$ cat config.mk
export PLATFORM = sky130hd
export DESIGN_NAME = dsp_rr_scheduler
export DESIGN_NICKNAME = d
export VERILOG_FILES = /design/src/rtl/dsp_sched_pkg.sv /design/src/rtl/dsp_rr_scheduler_arb.sv /design/src/rtl/dsp_rr_scheduler.sv
export SDC_FILE = /design/constraint.sdc
export NUM_CORES = 1
export LEC_CHECK = 0
export ABC_AREA = 1
export BUFFER_PORTS_ARGS = -buffer_cell sky130_fd_sc_hd__buf_4
export CORE_AREA = 2 2 243 245
export DETAILED_ROUTE_END_ITERATION = 6
export DIE_AREA = 0 0 245 247
export PLACE_DENSITY = 0.41
export REMOVE_ABC_BUFFERS = 1
export SYNTH_ARGS = -nofsm -noshare
export SYNTH_HDL_FRONTEND = slang
export SYNTH_SLANG_ARGS = --single-unit
$ cat constraint.sdc
create_clock -name clk -period 6.8 [get_ports clk]
set_input_delay 0 -clock clk [delete_from_list [all_inputs] [get_ports clk]]
set_output_delay 0 -clock clk [all_outputs]
set_load 0.005 [all_outputs]
$ cat src/rtl/dsp_sched_pkg.sv
// Shared widths, latencies and the issue-tag payload for the DSP round-robin scheduler.
package dsp_sched_pkg;

    localparam int unsigned NUM_REQ_DEF = 4;
    localparam int unsigned ID_W_DEF    = 2;
    localparam int unsigned A_W_DEF     = 18;
    localparam int unsigned C_W_DEF     = 48;

    // Issue-to-P latency of the DSP and the extra C delay it expects relative to A.
    localparam int unsigned DSP_LAT     = 4;
    localparam int unsigned C_SKEW      = 2;

    // Tag ID is sized for the largest supported requester count (8).
    localparam int unsigned TAG_ID_W    = 3;

    typedef struct packed {
        logic                vld;
        logic [TAG_ID_W-1:0] id;
    } tag_t;

    function automatic int unsigned rr_next(input int unsigned id, input int unsigned n);
        return (id + 1 == n) ? 0 : id + 1;
    endfunction

endpackage

$ cat src/rtl/dsp_rr_scheduler_arb.sv
// Round-robin arbiter: one-hot grant searched from the pointer, pointer advances past each winner.
module rr_arbiter
    import dsp_sched_pkg::*;
#(
    parameter int unsigned NUM_REQ = NUM_REQ_DEF,
    parameter int unsigned ID_W    = ID_W_DEF
) (
    input  logic               clk,
    input  logic               rst_n,
    input  logic               hold_i,
    input  logic [NUM_REQ-1:0] req_i,
    output logic [NUM_REQ-1:0] gnt_o,
    output logic [ID_W-1:0]    gnt_id_o,
    output logic               gnt_vld_o
);

    logic [ID_W-1:0] ptr_q;
    logic [ID_W-1:0] ptr_d;
    logic [ID_W-1:0] idx;

    // First requester at or after the pointer wins; reset and hold suppress all grants.
    always_comb begin
        gnt_o     = '0;
        gnt_id_o  = '0;
        gnt_vld_o = 1'b0;
        idx       = '0;
        ptr_d     = ptr_q;
        if (rst_n && !hold_i) begin
            for (int unsigned off = 0; off < NUM_REQ; off++) begin
                idx = ID_W'((32'(ptr_q) + off) % NUM_REQ);
                if (!gnt_vld_o && req_i[idx]) begin
                    gnt_vld_o  = 1'b1;
                    gnt_o[idx] = 1'b1;
                    gnt_id_o   = idx;
                end
            end
        end
        if (gnt_vld_o) begin
            ptr_d = ID_W'(rr_next(32'(gnt_id_o), NUM_REQ));
        end
    end

    always_ff @(posedge clk or negedge rst_n) begin
        if (!rst_n) begin
            ptr_q <= '0;
        end else begin
            ptr_q <= ptr_d;
        end
    end

endmodule

$ cat src/rtl/dsp_rr_scheduler.sv
// Shares one DSP pre-add/multiply/post-add pipe among requesters: arbitrates, registers operands,
// re-times C to the DSP's internal skew and tags each issue so P returns to its owner.
module dsp_rr_scheduler
    import dsp_sched_pkg::*;
#(
    parameter int unsigned NUM_REQ = NUM_REQ_DEF,
    parameter int unsigned ID_W    = ID_W_DEF,
    parameter int unsigned A_W     = A_W_DEF,
    parameter int unsigned C_W     = C_W_DEF
) (
    input  logic                   clk,
    input  logic                   rst_n,
    input  logic                   hold_i,
    input  logic [NUM_REQ-1:0]     req_valid_i,
    output logic [NUM_REQ-1:0]     req_ready_o,
    input  logic [NUM_REQ*A_W-1:0] req_a_i,
    input  logic [NUM_REQ*A_W-1:0] req_b_i,
    input  logic [NUM_REQ*A_W-1:0] req_d_i,
    input  logic [NUM_REQ*C_W-1:0] req_c_i,
    output logic [A_W-1:0]         dsp_a_o,
    output logic [A_W-1:0]         dsp_b_o,
    output logic [A_W-1:0]         dsp_d_o,
    output logic [C_W-1:0]         dsp_c_o,
    input  logic [C_W-1:0]         dsp_p_i,
    output logic                   rsp_valid_o,
    output logic [ID_W-1:0]        rsp_id_o,
    output logic [C_W-1:0]         rsp_data_o,
    output logic                   busy_o
);

    logic [NUM_REQ-1:0] gnt;
    logic [ID_W-1:0]    gnt_id;
    logic               gnt_vld;

    logic [A_W-1:0] dsp_a_q, dsp_a_d;
    logic [A_W-1:0] dsp_b_q, dsp_b_d;
    logic [A_W-1:0] dsp_d_q, dsp_d_d;
    logic [C_W-1:0] c_dly_q [C_SKEW+1];
    logic [C_W-1:0] c_dly_d [C_SKEW+1];
    tag_t           tag_q   [DSP_LAT];
    tag_t           tag_d   [DSP_LAT];
    logic           rsp_valid_q, rsp_valid_d;
    logic [ID_W-1:0] rsp_id_q, rsp_id_d;
    logic           busy_q, busy_d;

    rr_arbiter #(
        .NUM_REQ (NUM_REQ),
        .ID_W    (ID_W)
    ) u_arb (
        .clk       (clk),
        .rst_n     (rst_n),
        .hold_i    (hold_i),
        .req_i     (req_valid_i),
        .gnt_o     (gnt),
        .gnt_id_o  (gnt_id),
        .gnt_vld_o (gnt_vld)
    );

    assign req_ready_o = gnt;

    // Idle slots drive zero operands so the DSP output stays deterministic between issues.
    always_comb begin
        dsp_a_d    = '0;
        dsp_b_d    = '0;
        dsp_d_d    = '0;
        c_dly_d[0] = '0;
        for (int unsigned i = 0; i < NUM_REQ; i++) begin
            if (gnt[i]) begin
                dsp_a_d    = req_a_i[i*A_W +: A_W];
                dsp_b_d    = req_b_i[i*A_W +: A_W];
                dsp_d_d    = req_d_i[i*A_W +: A_W];
                c_dly_d[0] = req_c_i[i*C_W +: C_W];
            end
        end
        for (int unsigned j = 1; j <= C_SKEW; j++) begin
            c_dly_d[j] = c_dly_q[j-1];
        end
    end

    // Tag pipe tracks each issue until the DSP presents its P; the response is registered off the last stage.
    always_comb begin
        tag_d[0].vld = gnt_vld;
        tag_d[0].id  = TAG_ID_W'(gnt_id);
        for (int unsigned s = 1; s < DSP_LAT; s++) begin
            tag_d[s] = tag_q[s-1];
        end
        busy_d = 1'b0;
        for (int unsigned s = 0; s < DSP_LAT; s++) begin
            busy_d = busy_d | tag_d[s].vld;
        end
        rsp_valid_d = tag_q[DSP_LAT-1].vld;
        rsp_id_d    = ID_W'(tag_q[DSP_LAT-1].id);
    end

    always_ff @(posedge clk or negedge rst_n) begin
        if (!rst_n) begin
            dsp_a_q     <= '0;
            dsp_b_q     <= '0;
            dsp_d_q     <= '0;
            for (int unsigned j = 0; j <= C_SKEW; j++) begin
                c_dly_q[j] <= '0;
            end
            for (int unsigned s = 0; s < DSP_LAT; s++) begin
                tag_q[s] <= '0;
            end
            rsp_valid_q <= 1'b0;
            rsp_id_q    <= '0;
            busy_q      <= 1'b0;
        end else begin
            dsp_a_q     <= dsp_a_d;
            dsp_b_q     <= dsp_b_d;
            dsp_d_q     <= dsp_d_d;
            for (int unsigned j = 0; j <= C_SKEW; j++) begin
                c_dly_q[j] <= c_dly_d[j];
            end
            for (int unsigned s = 0; s < DSP_LAT; s++) begin
                tag_q[s] <= tag_d[s];
            end
            rsp_valid_q <= rsp_valid_d;
            rsp_id_q    <= rsp_id_d;
            busy_q      <= busy_d;
        end
    end

    assign dsp_a_o     = dsp_a_q;
    assign dsp_b_o     = dsp_b_q;
    assign dsp_d_o     = dsp_d_q;
    assign dsp_c_o     = c_dly_q[C_SKEW];
    assign rsp_valid_o = rsp_valid_q;
    assign rsp_id_o    = rsp_id_q;
    assign rsp_data_o  = dsp_p_i;
    assign busy_o      = busy_q;

endmodule
# ---- Word level (Yosys, flattened, before mapping)
# Index checks and enable logic that the tools add are counted.
dict set report totals {
  reg_bits 216
  inputBits 463
  word_cells 103
}
dict set report op_classes {
  add_sub_neg 4
  magnitude_cmp 8
  eq_ne 1
  n_mux 54
  bitwise_logic 6
  n_reduce_logical 12
}
# cell count
set op_table {}
lappend op_table {{$mux W18} 12}
lappend op_table {{$mux W48} 4}
lappend op_table {{$mux W4} 8}
lappend op_table {{$mux W1} 16}
lappend op_table {{$lt A2 B3 Y1 const B} 4}
lappend op_table {{$mux W2} 6}
lappend op_table {{$or A4 B4 Y4} 3}
lappend op_table {{$bmux W1 S2} 4}
lappend op_table {{$demux W1 S2} 4}
lappend op_table {{$ge A2 B1 Y1 const B} 4}
lappend op_table {{$logic_and A1 B1 Y1} 8}
lappend op_table {{$add A2 B2 Y2 const B} 2}
lappend op_table {{$logic_not A1 Y1} 4}
lappend op_table {{$add A2 B1 Y3 const B} 1}
lappend op_table {{$eq A3 B3 Y1 const B} 1}
lappend op_table {{$or A1 B1 Y1} 3}
lappend op_table {{$add A2 B1 Y2 const B} 1}

# ---- Logic depth before layout (Yosys ltp)
# Gate-level depths: netlist of the first run.
dict set report logic_depth {
  ltp_word 20
  ltp_mapped 17
  depth_no_buf 15
}

# ---- Cells and area by module
# From an unflattened synthesis of the first run, not the netlist that was laid out.
dict set report unflattened {
  hier_cells 1265
  area_unflattened_um2 10393.7
}
# module n_inst cells_per_inst area_per_inst_um2 seq_area_each_um2
set modules_own_cells {}
lappend modules_own_cells {dsp_rr_scheduler 1 1161 9736.8 5355.1}
lappend modules_own_cells {rr_arbiter 1 104 656.9 50.0}

# ---- Worst setup path after synthesis of the first run
# No wires, ideal clock.
dict set report synth_path {
  path_kind {register to register}
  start {register u_arb.ptr_q[0]}
  end {register c_dly_q, in the netlist c_dly_d[67]}
  setup_time_ns 0.116
  t_arrival_ns 2.143
  path_slack_ns 4.541
  path_stages_with_launch 18
  n_path_buf 2
  path_cell_list {dfrtp_1 inv_2 ha_1 inv_1 nand2_1 nand2_1 nor2_4 nand3_2 inv_2 nand2_1 nand3_1 nand2_2 buf_6 buf_2 nand2_1 inv_1 nand2_1 nand2_1}
}
# element line
set synth_lines {}
lappend synth_lines {{from (decl)} dsp_rr_scheduler_arb.sv:17} ;# logic [ID_W-1:0] ptr_q;
lappend synth_lines {{from (signal assigned)} dsp_rr_scheduler_arb.sv:47} ;# ptr_q <= ptr_d;
lappend synth_lines {{to (signal, indexed assignment)} dsp_rr_scheduler.sv:114} ;# c_dly_q[j] <= c_dly_d[j];
lappend synth_lines {{to (decl)} dsp_rr_scheduler.sv:38} ;# logic [C_W-1:0] c_dly_q [C_SKEW+1];

==> results of run 1 <==
-- cell families (layout without fill, tap and decap cells) --
kind of cell	count (synthesis)	count (layout)
DFF	216	216
and+or+nand+nor	980	980
AOI/OAI and AO/OA	8	8
xor gates and xnor gates	1	1
buffers and inverters	470	1114
other	0	2
adders and majority gates	8	8
-- repair_timing --
action	CTS	global route
endpoints found under the setup margin	0	0
endpoints found under the hold margin	318	0
hold buffers	207	0
-- cell type report --
type | instances | share of cell area (%)
repair buffers | 742 | 32.2
clock inverters | 12 | 0.906
diodes | 2 | 0.0263
well taps | 773 | 5.08
clock buffers | 38 | 4.29
multi-input cells | 997 | 22.7
flip-flops and latches | 216 | 28.4
inverters | 322 | 6.36
-- metal layers --
layer / global-route usage (%) / vias up / part of all wire (%)
li1: - / 6214 / -
met1: 19.1 / 5938 / 40
met2: 26.5 / 507 / 47
met3: 7.01 / 77 / 10
met4: 4.09 / 6 / 2.5
met5: 3.19 / - / 0.54
-- worst paths after layout --
path,depth (start not counted),start,endpoint
setup / recovery,14,u_arb.ptr_q[0],c_dly_d[79]
hold / removal,0,dsp_p_i[16],rsp_data_o[16]
setup reg to reg,14,u_arb.ptr_q[0],c_dly_d[79]
hold reg to reg,0,c_dly_d[60],c_dly_d[12]
max in group asynchronous,4,rst_n,busy_o
min in group asynchronous,4,rst_n,dsp_b_o[16]
-- per-stage QoR --
stage	setup WS (ps)	TNS (ps)	total power (uW)
2_1_floorplan	-4500	-475250	3300
6_report	1770	0	6430
3_5_place_dp	2240	0	4400
5_1_grt	1300	0	7000
3_3_place_gp	2400	0	4400
4_1_cts	1670	0	6570
-- power by group through the flow --
stage / clock [uW] / sequential, uW / combinational (uW)
global route: 1680 / 1730 / 3600
finish: 1560 / 1690 / 3180
detailed placement: 0 / 1720 / 2680
global placement: 0 / 1710 / 2680
CTS: 1640 / 1700 / 3230
floorplan: 0 / 1710 / 1590
-- cell usage after synthesis --
| master | number | area (sq um) |
|---|---|---|
| o21ai_0 | 1 | 5.00 |
| buf_1 | 5 | 18.8 |
| a21oi_2 | 1 | 8.76 |
| a21oi_1 | 2 | 10.0 |
| buf_6 | 3 | 33.8 |
| nand2_2 | 3 | 18.8 |
| nor3_1 | 1 | 5.00 |
| buf_4 | 72 | 541 |
| inv_1 | 318 | 1190 |
| buf_2 | 42 | 210 |
| clkbuf_1 | 26 | 97.6 |
| nor2_4 | 1 | 11.3 |
| nor2_1 | 106 | 398 |
| nand3_2 | 5 | 50.1 |
| a21boi_0 | 2 | 15.0 |
| a22oi_1 | 2 | 15.0 |
| nand2_1 | 542 | 2030 |
| inv_2 | 4 | 15.0 |
| ha_1 | 8 | 100 |
| nand3_1 | 318 | 1590 |
| dfrtp_1 | 216 | 5410 |
| nand4_1 | 3 | 18.8 |
| nor2_2 | 1 | 6.26 |
| xor2_1 | 1 | 8.76 |
-- state kept, by name (all words and copies together) (netlist names) --
| signal | flops |
|---|---|
| dsp_b_o | 18 |
| dsp_d_o | 18 |
| dsp_a_o | 18 |
| tag_d | 9 |
| rsp_valid_d | 1 |
| busy_o | 1 |
| u_arb.ptr_q | 2 |
| dsp_c_o | 48 |
| rsp_id_d | 2 |
| c_dly_d | 96 |
| rsp_valid_o | 1 |
| rsp_id_o | 2 |
-- worst max-delay path: stages, from the launching register on --
cell,delay [ps]
dfrtp_1,550
inv_2,170
ha_1,400
inv_1,110
nand3_1,90
nand2_1,100
nor2_2,80
a22oi_1,280
nand3_4,660
nand2_4,1160
buf_4,480
nand3_1,120
nand2_1,80
nand2_1,50
dlygate4sd3_1,560
==> metrics.yaml, run 1 <==
synth:
  postSynthAreaPerCell_sq_um: 7.02
  synth_top_family_by_area: "simple AND/OR/NAND/NOR gates"
  synth_fa_ha_area_share_pct: 0.847
  synth_cells: 1683
  synth_warnings: 0
  yosysUniqueCellTypes: 24
  synth_compound_area_share_pct: 0.456
  synth_xor_area_share_pct: 0.0742
  synthSimpleGateAreaFrac_pct: 35.0
  ys_seq_area_share_pct: 45.8
  muxShareOfSynthArea_pct: 0
  ys_seq_elements: 216
  synth_area_sq_mm: 0.0118
worst_setup_path:
  path_class: "register to register"
  crit_required_ps: 7250
  r2r_slack_ps: 1770
  cp-end-kind: "register"
  path_max_fanout: 79
  critPathArrivalTime_ps: 5480
  crit_path_start_kind: "register"
worst_hold_path:
  min_path_type: "primary input to output port"
clocking:
  clkLatencyLatePin_ps: 570
  clock_sinks: 216
  ctsHtreeMaxLevel: 1
  cts_max_path_buffers: 3
  post_cts_buffers: 0
  cts_resized: 0
  cts_buffers: 28
  cts_tree: "yes"
  path_clk_slew_ps: 60
  cts-root-buf: "clkbuf_16"
sta:
  min_period_ps: 5030
  setup_viol: 0
  slew_violations: 0
  min_period_over_period_pct: 74.0
  worst_pin_slew_ps: 1140
  max_freq_mhz: 199
  finalClockSkew_ps: 7.24
  hold_violations: 0
  fin_hold_ws_ps: 0.0412
  rsz0062_at_grt: "false"
  max-slew-margin-rel_pct: 23.8
power:
  pwr-share-clk_pct: 24.3
  ir_worst_vdd_v: 0.000287
  internal_power_uw: 3900
  p_leak_uw: 0.0112
  power_frac_comb_pct: 49.4
  power_density_mw_per_mm2: 338
  switching_power_uw: 2530
  seq_power_share_pct: 26.3
  switching_share_pct: 39.4
finish:
  n_fill_cell: 6336
  seqCellArea_sq_mm: 0.00541
  mostFrequentLayoutCells: "542 x nand2_1, 531 x buf_4, 318 x inv_1, 318 x nand3_1, 216 x dfrtp_1"
  syn_to_final_growth_pct: 61.3
  layout_commonest_cell: "nand2_1"
  post-route-util_pct: 32.7
  nNetsFinal: 2778
  final_cell_count_no_fill: 3102
  final_area_sq_mm: 0.0191
  layout-drive-gt1-share_pct: 25.8
  multiInputGateArea_sq_mm: 0.00433
route:
  firstDrtPassIters: 5
  finalWirelength_microns: 50400
  wl_per_cell_microns: 16.2
  drcViolationCount: 0
  vias: 12700
  drt_iter0_drc: 571
  antenna_left: 0
  viasPerCell: 4.11
grt:
  grt_pass1_wl_microns: 75300
  grt_pass1_vias: 12800
  overflow: 0
  grt_use_total_pct: 16.2
  grt_max_degree: 151
  antenna_found_initial: 1
die:
  core_sq_mm: 0.0582
  ioPinCount: 621
  start_util_pct: 20.3
  num_rows: 89
  die_x_microns: 245
  dieArea_sq_mm: 0.0605
  die_y_microns: 247
place:
  postPlaceCellArea_sq_mm: 0.0160
  dp_hpwl_microns: 34300
  numPortBuffers: 524
  dp_cells: 2843
  gp_congestion: 0.810
outcome:
  status: "finished clean"
job:
  cap_violations: 0
Power figures use the tool's default switching activity.
==> run 2, diff against run 1 <==
--- a/config.mk
+++ b/config.mk
@@ -7,10 +7,10 @@
 export LEC_CHECK = 0
 export ABC_AREA = 1
 export BUFFER_PORTS_ARGS = -buffer_cell sky130_fd_sc_hd__buf_4
-export CORE_AREA = 2 2 243 245
+export CORE_AREA = 2 2 239 241
 export DETAILED_ROUTE_END_ITERATION = 6
-export DIE_AREA = 0 0 245 247
-export PLACE_DENSITY = 0.41
+export DIE_AREA = 0 0 241 243
+export PLACE_DENSITY = 0.42
 export REMOVE_ABC_BUFFERS = 1
 export SYNTH_ARGS = -nofsm -noshare
 export SYNTH_HDL_FRONTEND = slang
==> constraint.sdc (replaced) <==
create_clock -name clk -period 4.7 [get_ports clk]
set_input_delay 0 -clock clk [delete_from_list [all_inputs] [get_ports clk]]
set_output_delay 0 -clock clk [all_outputs]
set_load 0.005 [all_outputs]
==> run 2 against run 1 <==
  * Largest power group unchanged
  * Critical endpoint is now dsp_d_o[12]
  * Sequential share of layout area fell by 0.082 points
  * Clock skew rose by 2.0 ps
  * Total power rose by 47%
==> metrics.yaml, run 2 (synthesized netlist as in run 1, its figures left out) <==
outcome:
  status: "finished clean"
place:
  dp_cells: 2828
  gp_congestion: 0.816
  dp_hpwl_microns: 34600
  postPlaceCellArea_sq_mm: 0.0160
  numPortBuffers: 524
route:
  drcViolationCount: 0
  vias: 12800
  firstDrtPassIters: 5
  antenna_left: 0
  drt_iter0_drc: 571
  wl_per_cell_microns: 16.4
  viasPerCell: 4.15
  finalWirelength_microns: 50600
worst_setup_path:
  path_class: "register to register"
  path_max_fanout: 54
  critPathArrivalTime_ps: 4340
  timing.rr.end: "dsp_d_o[12]"
  r2r_slack_ps: 790
  crit_path_start_kind: "register"
  cp-end-kind: "register"
  crit_required_ps: 5120
  rr_worst_depth: 16
  r2r_start: "u_arb.ptr_q[0]"
finish:
  final_cell_count_no_fill: 3088
  n_fill_cell: 6143
  layout_commonest_cell: "nand2_1"
  post-route-util_pct: 34.2
  syn_to_final_growth_pct: 61.8
  multiInputGateArea_sq_mm: 0.00433
  mostFrequentLayoutCells: "542 x nand2_1, 529 x buf_4, 318 x inv_1, 318 x nand3_1, 216 x dfrtp_1"
  nNetsFinal: 2781
  final_area_sq_mm: 0.0191
  diodes: 0
  layout-drive-gt1-share_pct: 25.8
  seqCellArea_sq_mm: 0.00541
  largest_reg_flops: 96
job:
  cap_violations: 0
grt:
  grt_pass1_vias: 13200
  grt_max_degree: 194
  overflow: 0
  antenna_found_initial: 0
  grt_pass1_wl_microns: 75800
  grt_use_total_pct: 16.8
clocking:
  clkLatencyLatePin_ps: 540
  path_clk_slew_ps: 60
  clock_sinks: 216
  cts_tree: "yes"
  cts_buffers: 28
  cts-root-buf: "clkbuf_16"
  ctsHtreeMaxLevel: 1
  cts_resized: 0
  cts_max_path_buffers: 3
worst_hold_path:
  min_path_type: "primary input to output port"
  whs_path_depth: 0
  min_to: "rsp_data_o[26]"
  hold_start: "dsp_p_i[26]"
sta:
  fin_tns_setup_ps: 0
  worst_pin_slew_ps: 1040
  max_freq_mhz: 256
  rsz0062_at_grt: "false"
  finalClockSkew_ps: 9.21
  setup_viol: 0
  min_period_over_period_pct: 83.3
  min_period_ps: 3910
  max-slew-margin-rel_pct: 30.9
  hold_violations: 0
  slew_violations: 0
die:
  die_y_microns: 243
  core_sq_mm: 0.0560
  die_x_microns: 241
  num_rows: 87
  ioPinCount: 621
  start_util_pct: 21.1
  dieArea_sq_mm: 0.0586
power:
  ir_worst_vdd_v: 0.000446
  p_total_uw: 9460
  power_density_mw_per_mm2: 495
  p_leak_uw: 0.0112
## run 2: metal layers
layer	track usage [%]	wire length [microns]	vias up
li1	-	-	6213
met1	20.1	20500	6025
met2	27.6	23300	503
met3	6.88	5450	71
met4	4.21	1060	4
met5	3.28	259	-
## run 2: area by class of cell
class / instances / share of cell area, %
clock buffer: 37 / 4.16
clock inverter: 15 / 1.11
inverter: 322 / 6.34
multi-input combinational: 997 / 22.7
sequential: 216 / 28.3
tap: 756 / 4.95
timing repair buffer: 745 / 32.5
## run 2: timing repair
action	4_1_cts	5_1_grt
hold endpoints to repair	153	0
setup buffers	0	0
hold buffers	208	0
## run 2: worst max-delay path, cell delays in order (launching register included)
cell and delay, ps:
dfrtp_1 530, inv_2 160, ha_1 390, inv_1 110
nand3_1 80, nand2_1 90, nor2_2 80, a21oi_1 140
nand3_1 90, nand2_1 80, clkinv_2 640, buf_12 500
nand2_1 110, nand3_1 80, nand2_1 90, nand2_1 40
dlygate4sd3_1 550
## run 2: worst max path at each step
| stage | slack (ps) | to | depth (start not counted) | start |
|---|---|---|---|---|
| after floorplan | -6600 | c_dly_d[48] | 6 | rst_n |
| after global placement | 1360 | dsp_b_o[5] | 15 | u_arb.ptr_q[0] |
| after detailed placement | 1270 | dsp_a_o[12] | 15 | u_arb.ptr_q[0] |
| after CTS | 710 | dsp_b_o[15] | 16 | u_arb.ptr_q[0] |
| after global routing | 370 | dsp_d_o[14] | 16 | u_arb.ptr_q[0] |
| final | 790 | dsp_d_o[12] | 16 | u_arb.ptr_q[0] |
## run 2: power by group
part / internal, uW / switching, uW / total (uW)
clock: 1460 / 858 / 2320
sequential: 2310 / 138 / 2450
combinational: 2010 / 2680 / 4690
total: 5780 / 3670 / 9460
## run 2: stage by stage
step / hold slack, ps / setup slack (ps)
detailed placement: -36.3 / 1270
global placement: -34.2 / 1360
CTS: 0.0346 / 711
floorplan: -296 / -6600
finish: 0.00667 / 787
global route: 0.0324 / 374
